## config.mk

```make
export PLATFORM = sky130hd
export DESIGN_NAME = alu_ctrl_stage
export DESIGN_NICKNAME = d
export VERILOG_FILES = /design/src/rtl/alu_ctrl_pkg.sv /design/src/rtl/alu_ctrl_decode.sv /design/src/rtl/alu_ctrl_stage.sv
export SDC_FILE = /design/constraint.sdc
export NUM_CORES = 1
export LEC_CHECK = 0
export CAP_MARGIN = 20
export CORE_MARGIN = 1
export CORE_UTILIZATION = 45
export CTS_CLUSTER_DIAMETER = 50
export DETAILED_ROUTE_END_ITERATION = 7
export GPL_TIMING_DRIVEN = 0
export PLACE_DENSITY = 0.76
export SKIP_CTS_REPAIR_TIMING = 1
export SYNTH_ARGS = -nofsm -noshare
export SYNTH_HDL_FRONTEND = slang
export SYNTH_SLANG_ARGS = --single-unit
```

## constraint.sdc

```tcl
create_clock -name clk -period 3.3 [get_ports clk]
set_input_delay 0.66 -clock clk [delete_from_list [all_inputs] [get_ports clk]]
set_output_delay 0.66 -clock clk [all_outputs]
set_load 0.02 [all_outputs]
```

## src/rtl/alu_ctrl_pkg.sv

```systemverilog
// Shared opcodes, {shift, alu_op} encodings, operand selects and decoded-payload type for the ALU-control stage.
// The md_op payload field exists only when ALU_CTRL_MULDIV_EN is defined.
package alu_ctrl_pkg;

    localparam logic [6:0] OPC_OP_IMM   = 7'b0010011;
    localparam logic [6:0] OPC_OP       = 7'b0110011;
    localparam logic [6:0] OPC_LUI      = 7'b0110111;
    localparam logic [6:0] OPC_AUIPC    = 7'b0010111;
    localparam logic [6:0] OPC_JAL      = 7'b1101111;
    localparam logic [6:0] OPC_JALR     = 7'b1100111;
    localparam logic [6:0] OPC_BRANCH   = 7'b1100011;
    localparam logic [6:0] OPC_LOAD     = 7'b0000011;
    localparam logic [6:0] OPC_STORE    = 7'b0100011;
    localparam logic [6:0] OPC_MISC_MEM = 7'b0001111;
    localparam logic [6:0] OPC_SYSTEM   = 7'b1110011;

    localparam logic [6:0] F7_BASE   = 7'b0000000;
    localparam logic [6:0] F7_ALT    = 7'b0100000;
    localparam logic [6:0] F7_MULDIV = 7'b0000001;

    // {shift[1:0], alu_op[3:0]}
    localparam logic [5:0] ENC_AND  = 6'b000000;
    localparam logic [5:0] ENC_XOR  = 6'b000001;
    localparam logic [5:0] ENC_ADD  = 6'b000010;
    localparam logic [5:0] ENC_OR   = 6'b000011;
    localparam logic [5:0] ENC_SGEU = 6'b001101;
    localparam logic [5:0] ENC_SGE  = 6'b000101;
    localparam logic [5:0] ENC_SUB  = 6'b000110;
    localparam logic [5:0] ENC_SLT  = 6'b000111;
    localparam logic [5:0] ENC_SLTU = 6'b001111;
    localparam logic [5:0] ENC_NOR  = 6'b001100;
    localparam logic [5:0] ENC_SLL  = 6'b010000;
    localparam logic [5:0] ENC_SRL  = 6'b100000;
    localparam logic [5:0] ENC_SRA  = 6'b110000;

    localparam logic [1:0] SRCA_RS1  = 2'b00;
    localparam logic [1:0] SRCA_PC   = 2'b01;
    localparam logic [1:0] SRCA_ZERO = 2'b10;
    localparam logic       SRCB_RS2  = 1'b0;
    localparam logic       SRCB_IMM  = 1'b1;

    typedef struct packed {
`ifdef ALU_CTRL_MULDIV_EN
        logic [2:0] md_op;
`endif
        logic       illegal;
        logic       src_b;
        logic [1:0] src_a;
        logic [5:0] enc;
    } dec_t;

    // Register-register and register-immediate arithmetic share this funct3 map;
    // only the register form turns funct3 000 with alt into SUB.
    function automatic logic [5:0] arith_enc(input logic [2:0] f3, input logic alt, input logic sub_ok);
        logic [5:0] enc;
        case (f3)
            3'b000:  enc = (sub_ok && alt) ? ENC_SUB : ENC_ADD;
            3'b001:  enc = ENC_SLL;
            3'b010:  enc = ENC_SLT;
            3'b011:  enc = ENC_SLTU;
            3'b100:  enc = ENC_XOR;
            3'b101:  enc = alt ? ENC_SRA : ENC_SRL;
            3'b110:  enc = ENC_OR;
            default: enc = ENC_AND;
        endcase
        return enc;
    endfunction

endpackage

```

## src/rtl/alu_ctrl_decode.sv

```systemverilog
// Combinational RV32I instruction -> ALU-control payload decoder with illegal detection.
// Zero latency, no flow control; RV32M funct7 accepted only with ALU_CTRL_MULDIV_EN.
module alu_ctrl_decode
    import alu_ctrl_pkg::*;
#(
    parameter int ILEN = 32
) (
    input  logic [ILEN-1:0] instr,
    output dec_t            dec
);

    logic [6:0] opc;
    logic [2:0] f3;
    logic [6:0] f7;
    logic       alt;
    logic       ill;
    logic       unused_regs;

    assign opc         = instr[6:0];
    assign f3          = instr[14:12];
    assign f7          = instr[31:25];
    assign alt         = instr[30];
    assign unused_regs = ^{instr[24:15], instr[11:7]};

    always_comb begin
        dec       = '0;
        dec.enc   = ENC_AND;
        dec.src_a = SRCA_RS1;
        dec.src_b = SRCB_RS2;
        ill       = 1'b0;
        case (opc)
            OPC_OP_IMM: begin
                dec.enc   = arith_enc(f3, alt, 1'b0);
                dec.src_b = SRCB_IMM;
                if (f3 == 3'b001 && f7 != F7_BASE) ill = 1'b1;
                if (f3 == 3'b101 && f7 != F7_BASE && f7 != F7_ALT) ill = 1'b1;
            end
            OPC_OP: begin
                if (f7 == F7_BASE)
                    dec.enc = arith_enc(f3, alt, 1'b1);
                else if (f7 == F7_ALT && (f3 == 3'b000 || f3 == 3'b101))
                    dec.enc = arith_enc(f3, alt, 1'b1);
`ifdef ALU_CTRL_MULDIV_EN
                else if (f7 == F7_MULDIV)
                    dec.md_op = f3;
`endif
                else
                    ill = 1'b1;
            end
            OPC_LUI: begin
                dec.enc   = ENC_ADD;
                dec.src_a = SRCA_ZERO;
                dec.src_b = SRCB_IMM;
            end
            OPC_AUIPC, OPC_JAL: begin
                dec.enc   = ENC_ADD;
                dec.src_a = SRCA_PC;
                dec.src_b = SRCB_IMM;
            end
            OPC_JALR, OPC_LOAD, OPC_STORE: begin
                dec.enc   = ENC_ADD;
                dec.src_b = SRCB_IMM;
            end
            OPC_BRANCH: begin
                case (f3)
                    3'b000, 3'b001: dec.enc = ENC_SUB;
                    3'b100:         dec.enc = ENC_SLT;
                    3'b101:         dec.enc = ENC_SGE;
                    3'b110:         dec.enc = ENC_SLTU;
                    3'b111:         dec.enc = ENC_SGEU;
                    default:        ill     = 1'b1;
                endcase
            end
            OPC_MISC_MEM, OPC_SYSTEM: dec.enc = ENC_AND;
            default: ill = 1'b1;
        endcase
        // Illegal entries still travel downstream, so give them one fixed, harmless payload.
        if (ill) begin
            dec         = '0;
            dec.illegal = 1'b1;
        end
    end

endmodule

```

## src/rtl/alu_ctrl_stage.sv

```systemverilog
// Registered RV32I ALU-control decode stage (optional RV32M decode under ALU_CTRL_MULDIV_EN).
// One-cycle latency via a 2-entry skid buffer; in_ready drops only when both entries are occupied.
module alu_ctrl_stage
    import alu_ctrl_pkg::*;
#(
    parameter int ILEN        = 32,
    parameter int TAG_BITS    = 4,
    parameter int ALU_OP_BITS = 4
) (
    input  logic                   clk,
    input  logic                   rst_n,
    input  logic                   flush,
    input  logic                   in_valid,
    output logic                   in_ready,
    input  logic [ILEN-1:0]        in_instr,
    output logic                   out_valid,
    input  logic                   out_ready,
    output logic [ALU_OP_BITS-1:0] out_alu_op,
    output logic [1:0]             out_shift,
    output logic [1:0]             out_src_a,
    output logic                   out_src_b,
    output logic                   out_illegal,
    output logic [TAG_BITS-1:0]    out_tag
`ifdef ALU_CTRL_MULDIV_EN
    ,
    output logic [2:0]             out_md_op
`endif
);

    if (ILEN != 32) begin : g_ilen_chk
        $error("alu_ctrl_stage: only ILEN = 32 is supported");
    end
    if (ALU_OP_BITS < 4) begin : g_aluop_chk
        $error("alu_ctrl_stage: ALU_OP_BITS must be at least 4");
    end

    typedef enum logic [1:0] {EMPTY, ONE, FULL} cnt_e;

    typedef struct packed {
        dec_t                dec;
        logic [TAG_BITS-1:0] tag;
    } entry_t;

    cnt_e                cnt_q, cnt_d;
    entry_t              head_q, tail_q, new_dat;
    dec_t                dec_dat;
    logic [TAG_BITS-1:0] tag_q;
    logic                acc_vld, drn_vld;

    alu_ctrl_decode #(.ILEN(ILEN)) u_decode (
        .instr (in_instr),
        .dec   (dec_dat)
    );

    assign new_dat   = {dec_dat, tag_q};
    assign in_ready  = rst_n && (cnt_q != FULL);
    assign out_valid = (cnt_q != EMPTY);
    assign acc_vld   = in_valid && in_ready;
    assign drn_vld   = out_valid && out_ready;

    always_ff @(posedge clk) begin
        if (!rst_n) cnt_q <= EMPTY;
        else        cnt_q <= cnt_d;
    end

    always_comb begin
        cnt_d = cnt_q;
        if (flush) begin
            cnt_d = EMPTY;
        end else begin
            case (cnt_q)
                EMPTY:   if (acc_vld) cnt_d = ONE;
                ONE: begin
                    if (acc_vld && !drn_vld)      cnt_d = FULL;
                    else if (!acc_vld && drn_vld) cnt_d = EMPTY;
                end
                FULL:    if (drn_vld) cnt_d = ONE;
                default: cnt_d = EMPTY;
            endcase
        end
    end

    // Head always feeds the outputs; the tail only fills when head is busy and not draining.
    always_ff @(posedge clk) begin
        if (!rst_n) begin
            head_q <= '0;
            tail_q <= '0;
            tag_q  <= '0;
        end else if (!flush) begin
            if (acc_vld) tag_q <= tag_q + TAG_BITS'(1);
            if (drn_vld)
                head_q <= (cnt_q == FULL) ? tail_q : new_dat;
            else if (acc_vld && cnt_q == EMPTY)
                head_q <= new_dat;
            if (acc_vld && !drn_vld && cnt_q == ONE)
                tail_q <= new_dat;
        end
    end

    assign out_alu_op  = ALU_OP_BITS'(head_q.dec.enc[3:0]);
    assign out_shift   = head_q.dec.enc[5:4];
    assign out_src_a   = head_q.dec.src_a;
    assign out_src_b   = head_q.dec.src_b;
    assign out_illegal = head_q.dec.illegal;
    assign out_tag     = head_q.tag;
`ifdef ALU_CTRL_MULDIV_EN
    assign out_md_op   = head_q.dec.md_op;
`endif

endmodule

```

==> out/metrics.cfg, run 1 <==
[setup_path]
critPathCaptureType = output port
r2r_start = cnt_q[1]
crit_type = in2out
crit_start = rst_n
critPathRequiredTime_ns = 2.64
rr_worst_depth = 8
r2r-end = tail_q[11]
arrival_ns = 2.15
crit_path_start_kind = input port
path_max_fanout = 10
cp-endpoint = in_ready
r2r_slack_ns = 0.98

[place]
port_buffers = 36
placed_area_um2 = 2240
finalWeightedCongestion = 0.790
hpwlAfterDp_mm = 3.42

[clock_tree]
clk_latency_ns = 0.28
cts.htree.levels = 2
root_buffer = clkbuf_8
cts_tree = done
cts_buffers = 5
clk_pin_slew_ns = 0.06
clockBufferDepth = 2
cts.sinks = 34

[routing]
drt_first_iter_violations = 186
dr.pass1.iters = 6
routedWlPerCell_um = 14.4
ant_nets = 0
drc = 0
vias = 1866
drt-total-wl_mm = 4.81
vias_per_cell = 5.60

[die]
coreArea_um2 = 3770
die-area_um2 = 4310
start_util = 0.484
die_w_um = 65.7
die_h_um = 65.7
num_rows = 22
boundaryPins = 53

[power_and_ir_drop]
p_comb_frac = 0.154
pwr-share-seq = 0.488
power_switching_mw = 0.224
internal-power_mw = 0.651
power.leakage_nw = 0.788
powerDensity_nw_per_um2 = 374
ir_worst_vdd_v = 0.000283
power.share.clock = 0.358
p_sw_frac = 0.256

[layout]
area_growth_pct = 28.2
final_nets = 323
antenna_cells = 0
final_common_cell = nand2_1
fin_area_um2 = 2340
final_cell_mix = nand2_1 (46), clkdlybuf4s50_1 (35), dfxtp_1 (34), nor2_1 (21), a21oi_1 (20)
final_util = 0.620
layout-drive-gt1-share = 0.0702

[synth]
synth_edf_count = 0
syn_nets = 280
synth_top_flop_cell = dfxtp_1
synth-seq-area-share = 0.373
ys_async_sr_fraction = 0
ys_ff_latch = 34
synth_cells = 241
yosysWarningCount = 0
ys_types = 44
syn_area_um2 = 1820
syn_area_per_cell_um2 = 7.57

[timing]
setup_tns_ns = 0
maxSlewViolCount = 0
skew_ns = 0.00521
min_period_ns = 2.81
setup_violations = 0
clock.fmax_ghz = 0.355
slew_headroom = 0.534
timing.final.hold_violations = 0
rsz0062_at_grt = no
fin_crit_sh = 0.853
worst-slew-pin-transition_ns = 0.694

[global_route]
grt_pass1_wl_mm = 7.93
grt.total_usage = 0.244
grt_pass1_vias = 1701
antenna_found_initial = 0
gr-total-overflow = 0
grt_start_max_net_pins = 11

[job]
maxCapViolations = 0

[outcome]
status = finished clean

[worst_hold_path]
hp-class = reg2reg

-- worst min path at each step --
stage / from / endpoint / slack (ns) / depth (start not counted)
after floorplan: tail_q[11] / tail_q[11] / 0.43 / 2
after global placement: tail_q[11] / tail_q[11] / 0.44 / 2
after detailed placement: tail_q[9] / tail_q[9] / 0.45 / 2
after CTS: tail_q[9] / tail_q[9] / 0.46 / 2
after global routing: tail_q[11] / tail_q[11] / 0.47 / 2
final: tail_q[9] / tail_q[9] / 0.46 / 2
-- state kept, by name (all words and copies together) (netlist names) --
signal and cells:
cnt_q 2, out_alu_op 4, out_illegal 1, out_shift 2, out_src_a 2, out_src_b 1
out_tag 4, tag_q 4, tail_q 14
-- through the flow --
stage,std cells,power [mW],setup WS (ns),hold slack [ns]
global route,333,0.910,0.365,0.469
global placement,325,0.567,0.0873,0.443
finish,333,0.875,0.486,0.457
detailed placement,325,0.569,0.0960,0.449
CTS,333,0.874,0.103,0.458
floorplan,241,0.504,1.05,0.432
-- routing by layer --
layer	GRT usage	up-vias	share of wire
met3	0.0625	4	0.048
met5	0	-	0
li1	-	948	-
met2	0.380	52	0.45
met1	0.336	862	0.49
met4	0.0543	0	0.0075
-- area by class of cell --
class                           instances  area [µm²]
Fill cell                             350        1430
Multi-Input combinational cell        191        1080
Sequential cell                        34         681
Timing Repair Buffer                   36         363
Clock buffer                            7        86.3
Tap cell                               48        60.1
Buffer                                 13        52.6
Inverter                                3        11.3
Clock inverter                          1        5.00
-- power groups by stage --
stage / Sequential [mW] / Clock, mW / Combinational, mW
global route: 0.428 / 0.334 / 0.149
global placement: 0.435 / 0 / 0.132
floorplan: 0.445 / 0 / 0.0586
finish: 0.427 / 0.313 / 0.135
CTS: 0.427 / 0.313 / 0.134
detailed placement: 0.436 / 0 / 0.133
-- cells in the mapped netlist, drive strengths merged, types with 5 or more instances --
cell,number,share of area
nand2,47,0.098
dfxtp,34,0.37
nor2,21,0.043
a21oi,20,0.055
o21ai,19,0.052
clkbuf,10,0.021
nor3,10,0.034
nand3,9,0.025
a311oi,8,0.038
a31oi,6,0.021
nand2b,6,0.021
nor2b,5,0.017
-- critical path, cell delays in order --
cell and delay, ns:
dlymetal6s2s_1 0.26, inv_1 0.19, clkbuf_1 0.27, nor2_1 0.16, clkdlybuf4s50_1 0.61
-- kinds of logic after synthesis --
kind of cell | count (synthesis) | synth area share
and+or+nand+nor | 118 | 0.319
xor gates and xnor gates | 4 | 0.0192
AOI/OAI and AO/OA | 65 | 0.228
muxes | 2 | 0.0117
adders and majority gates | 2 | 0.0137
DFF | 34 | 0.373
buffers and inverters | 16 | 0.0350
Note: power is estimated with default switching activity, not from simulation.
==> run 2: changes to the inputs <==
--- a/config.mk
+++ b/config.mk
@@ -11,6 +11,7 @@
 export CTS_CLUSTER_DIAMETER = 50
 export DETAILED_ROUTE_END_ITERATION = 7
 export GPL_TIMING_DRIVEN = 0
+export MAX_ROUTING_LAYER = met4
 export PLACE_DENSITY = 0.76
 export SKIP_CTS_REPAIR_TIMING = 1
 export SYNTH_ARGS = -nofsm -noshare
==> run 2 against run 1 <==
Core utilization stayed put. Sequential power barely moved. Non-clock buffer count did not move. Global-route usage grew 0.66 points. Critical endpoint unchanged. Critical path depth unchanged.
==> out/metrics.cfg, run 2 (synthesis gave the netlist of run 1 again) <==
[setup_path]
crit_type = in2out
path_cells = dlymetal6s2s_1, inv_1, clkbuf_1, nor2_1, clkdlybuf4s50_1
critPathCaptureType = output port
r2r_start = cnt_q[1]
arrival_ns = 2.16
r2r_slack_ns = 0.97
cpPeakStageDelay_ns = 0.61
path_max_fanout = 10
crit_path_start_kind = input port
rr_worst_depth = 8
r2r-end = tail_q[11]
critPathRequiredTime_ns = 2.64
cp_slowest_cell = clkdlybuf4s50_1

[routing]
drc = 0
vias = 1871
drt_first_iter_violations = 183
dr.pass1.iters = 6
routedWlPerCell_um = 14.5
ant_nets = 0
vias_per_cell = 5.62
drt-total-wl_mm = 4.82

[power_and_ir_drop]
p_total_mw = 0.875
ir_worst_vdd_v = 0.000283
power.leakage_nw = 0.788
powerDensity_nw_per_um2 = 374

[place]
port_buffers = 36
finalWeightedCongestion = 0.801
dpl.cell_count = 325
hpwlAfterDp_mm = 3.42

[worst_hold_path]
hold_end = tail_q[9]
hp-class = reg2reg
min_from = tail_q[9]
min_path_cells = 2

[layout]
area_growth_pct = 28.2
fill_cells = 350
final_nets = 323
top_register = tail_q
final_cell_mix = nand2_1 (46), clkdlybuf4s50_1 (35), dfxtp_1 (34), nor2_1 (21), a21oi_1 (20)
multi_input_area_um2 = 1080
regArea_um2 = 681
final_common_cell = nand2_1
antenna_cells = 0
layout-drive-gt1-share = 0.0702
instances_no_fill = 333
largest_reg_flops = 14

[die]
coreArea_um2 = 3770
boundaryPins = 53
die-area_um2 = 4310
num_rows = 22
die_h_um = 65.7
die_w_um = 65.7
start_util = 0.484

[global_route]
grt.total_usage = 0.251
antenna_found_initial = 0
gr-total-overflow = 0
grt_start_max_net_pins = 11
grt_pass1_vias = 1701
grt_pass1_wl_mm = 7.94

[timing]
timing.final.hold_violations = 0
slew_headroom = 0.536
worst-slew-pin-transition_ns = 0.691
skew_ns = 0.00449
fin_crit_sh = 0.856
maxSlewViolCount = 0
setup_violations = 0
rsz0062_at_grt = no
clock.fmax_ghz = 0.354
setup_tns_ns = 0
min_period_ns = 2.82

[clock_tree]
cts_tree = done
clk_latency_ns = 0.28
clk_pin_slew_ns = 0.06
cts.sinks = 34
cts_buffers = 5
root_buffer = clkbuf_8
cts.htree.levels = 2
clockBufferDepth = 2

[outcome]
status = finished clean

[job]
maxCapViolations = 0

run 2: cell counts in the layout (fill, tap and decap cells not counted):
No cell type changed its count.
run 2: per-layer routing:
layer | up-vias | share of wire | routed length [µm] | GRT usage
met4 | 0 | 0.0075 | 36 | 0.0543
met2 | 53 | 0.45 | 2150 | 0.380
li1 | 948 | - | - | -
met5 | - | 0 | 0 | -
met1 | 866 | 0.50 | 2390 | 0.336
met3 | 4 | 0.050 | 243 | 0.0625
run 2: where the power goes:
part | switching [mW] | total [mW] | internal (mW) | leakage (nW)
Combinational | 0.0725 | 0.135 | 0.0626 | 0.464
Sequential | 0.00639 | 0.427 | 0.420 | 0.275
Clock | 0.145 | 0.314 | 0.168 | 0.0482
run 2: cell type report:
cell class / count / share of cell area
clock buffer: 7 / 0.0369
buffer: 13 / 0.0225
clock inverter: 1 / 0.00214
multi-input combinational: 191 / 0.462
sequential: 34 / 0.291
tap: 48 / 0.0257
inverter: 3 / 0.00482
timing repair buffer: 36 / 0.155
run 2: worst max-delay path by stage:
stage / startpoint / endpoint / slack [ns] / depth (start not counted)
2_1_floorplan: in_instr[28] / out_illegal / 1.05 / 6
3_3_place_gp: rst_n / in_ready / 0.09 / 5
3_5_place_dp: rst_n / in_ready / 0.1 / 5
4_1_cts: rst_n / in_ready / 0.10 / 5
5_1_grt: rst_n / in_ready / 0.37 / 5
6_report: rst_n / in_ready / 0.48 / 5
run 2: worst max-delay path: cells and delay by family:
kind | cells | cell delay (ns)
and+or+nand+nor | 1 | 0.16
buffers and inverters | 4 | 1.34
run 2: stage by stage:
| stage | util | instance area, µm² | hold WS (ns) | setup slack, ns |
|---|---|---|---|---|
| after floorplan | - | 1820 | 0.432 | 1.05 |
| after global placement | 0.595 | 2240 | 0.443 | 0.0873 |
| after detailed placement | 0.595 | 2240 | 0.449 | 0.0960 |
| after CTS | 0.619 | 2340 | 0.458 | 0.103 |
| after global routing | 0.620 | 2340 | 0.469 | 0.365 |
| final | 0.620 | 2340 | 0.457 | 0.475 |
==> run 3: changes to the inputs <==
--- a/config.mk
+++ b/config.mk
@@ -11,7 +11,6 @@
 export CTS_CLUSTER_DIAMETER = 50
 export DETAILED_ROUTE_END_ITERATION = 7
 export GPL_TIMING_DRIVEN = 0
-export MAX_ROUTING_LAYER = met4
 export PLACE_DENSITY = 0.76
 export SKIP_CTS_REPAIR_TIMING = 1
 export SYNTH_ARGS = -nofsm -noshare
==> results of run 3 <==
Final layout, timing and power as in run 1 (identical DEF).
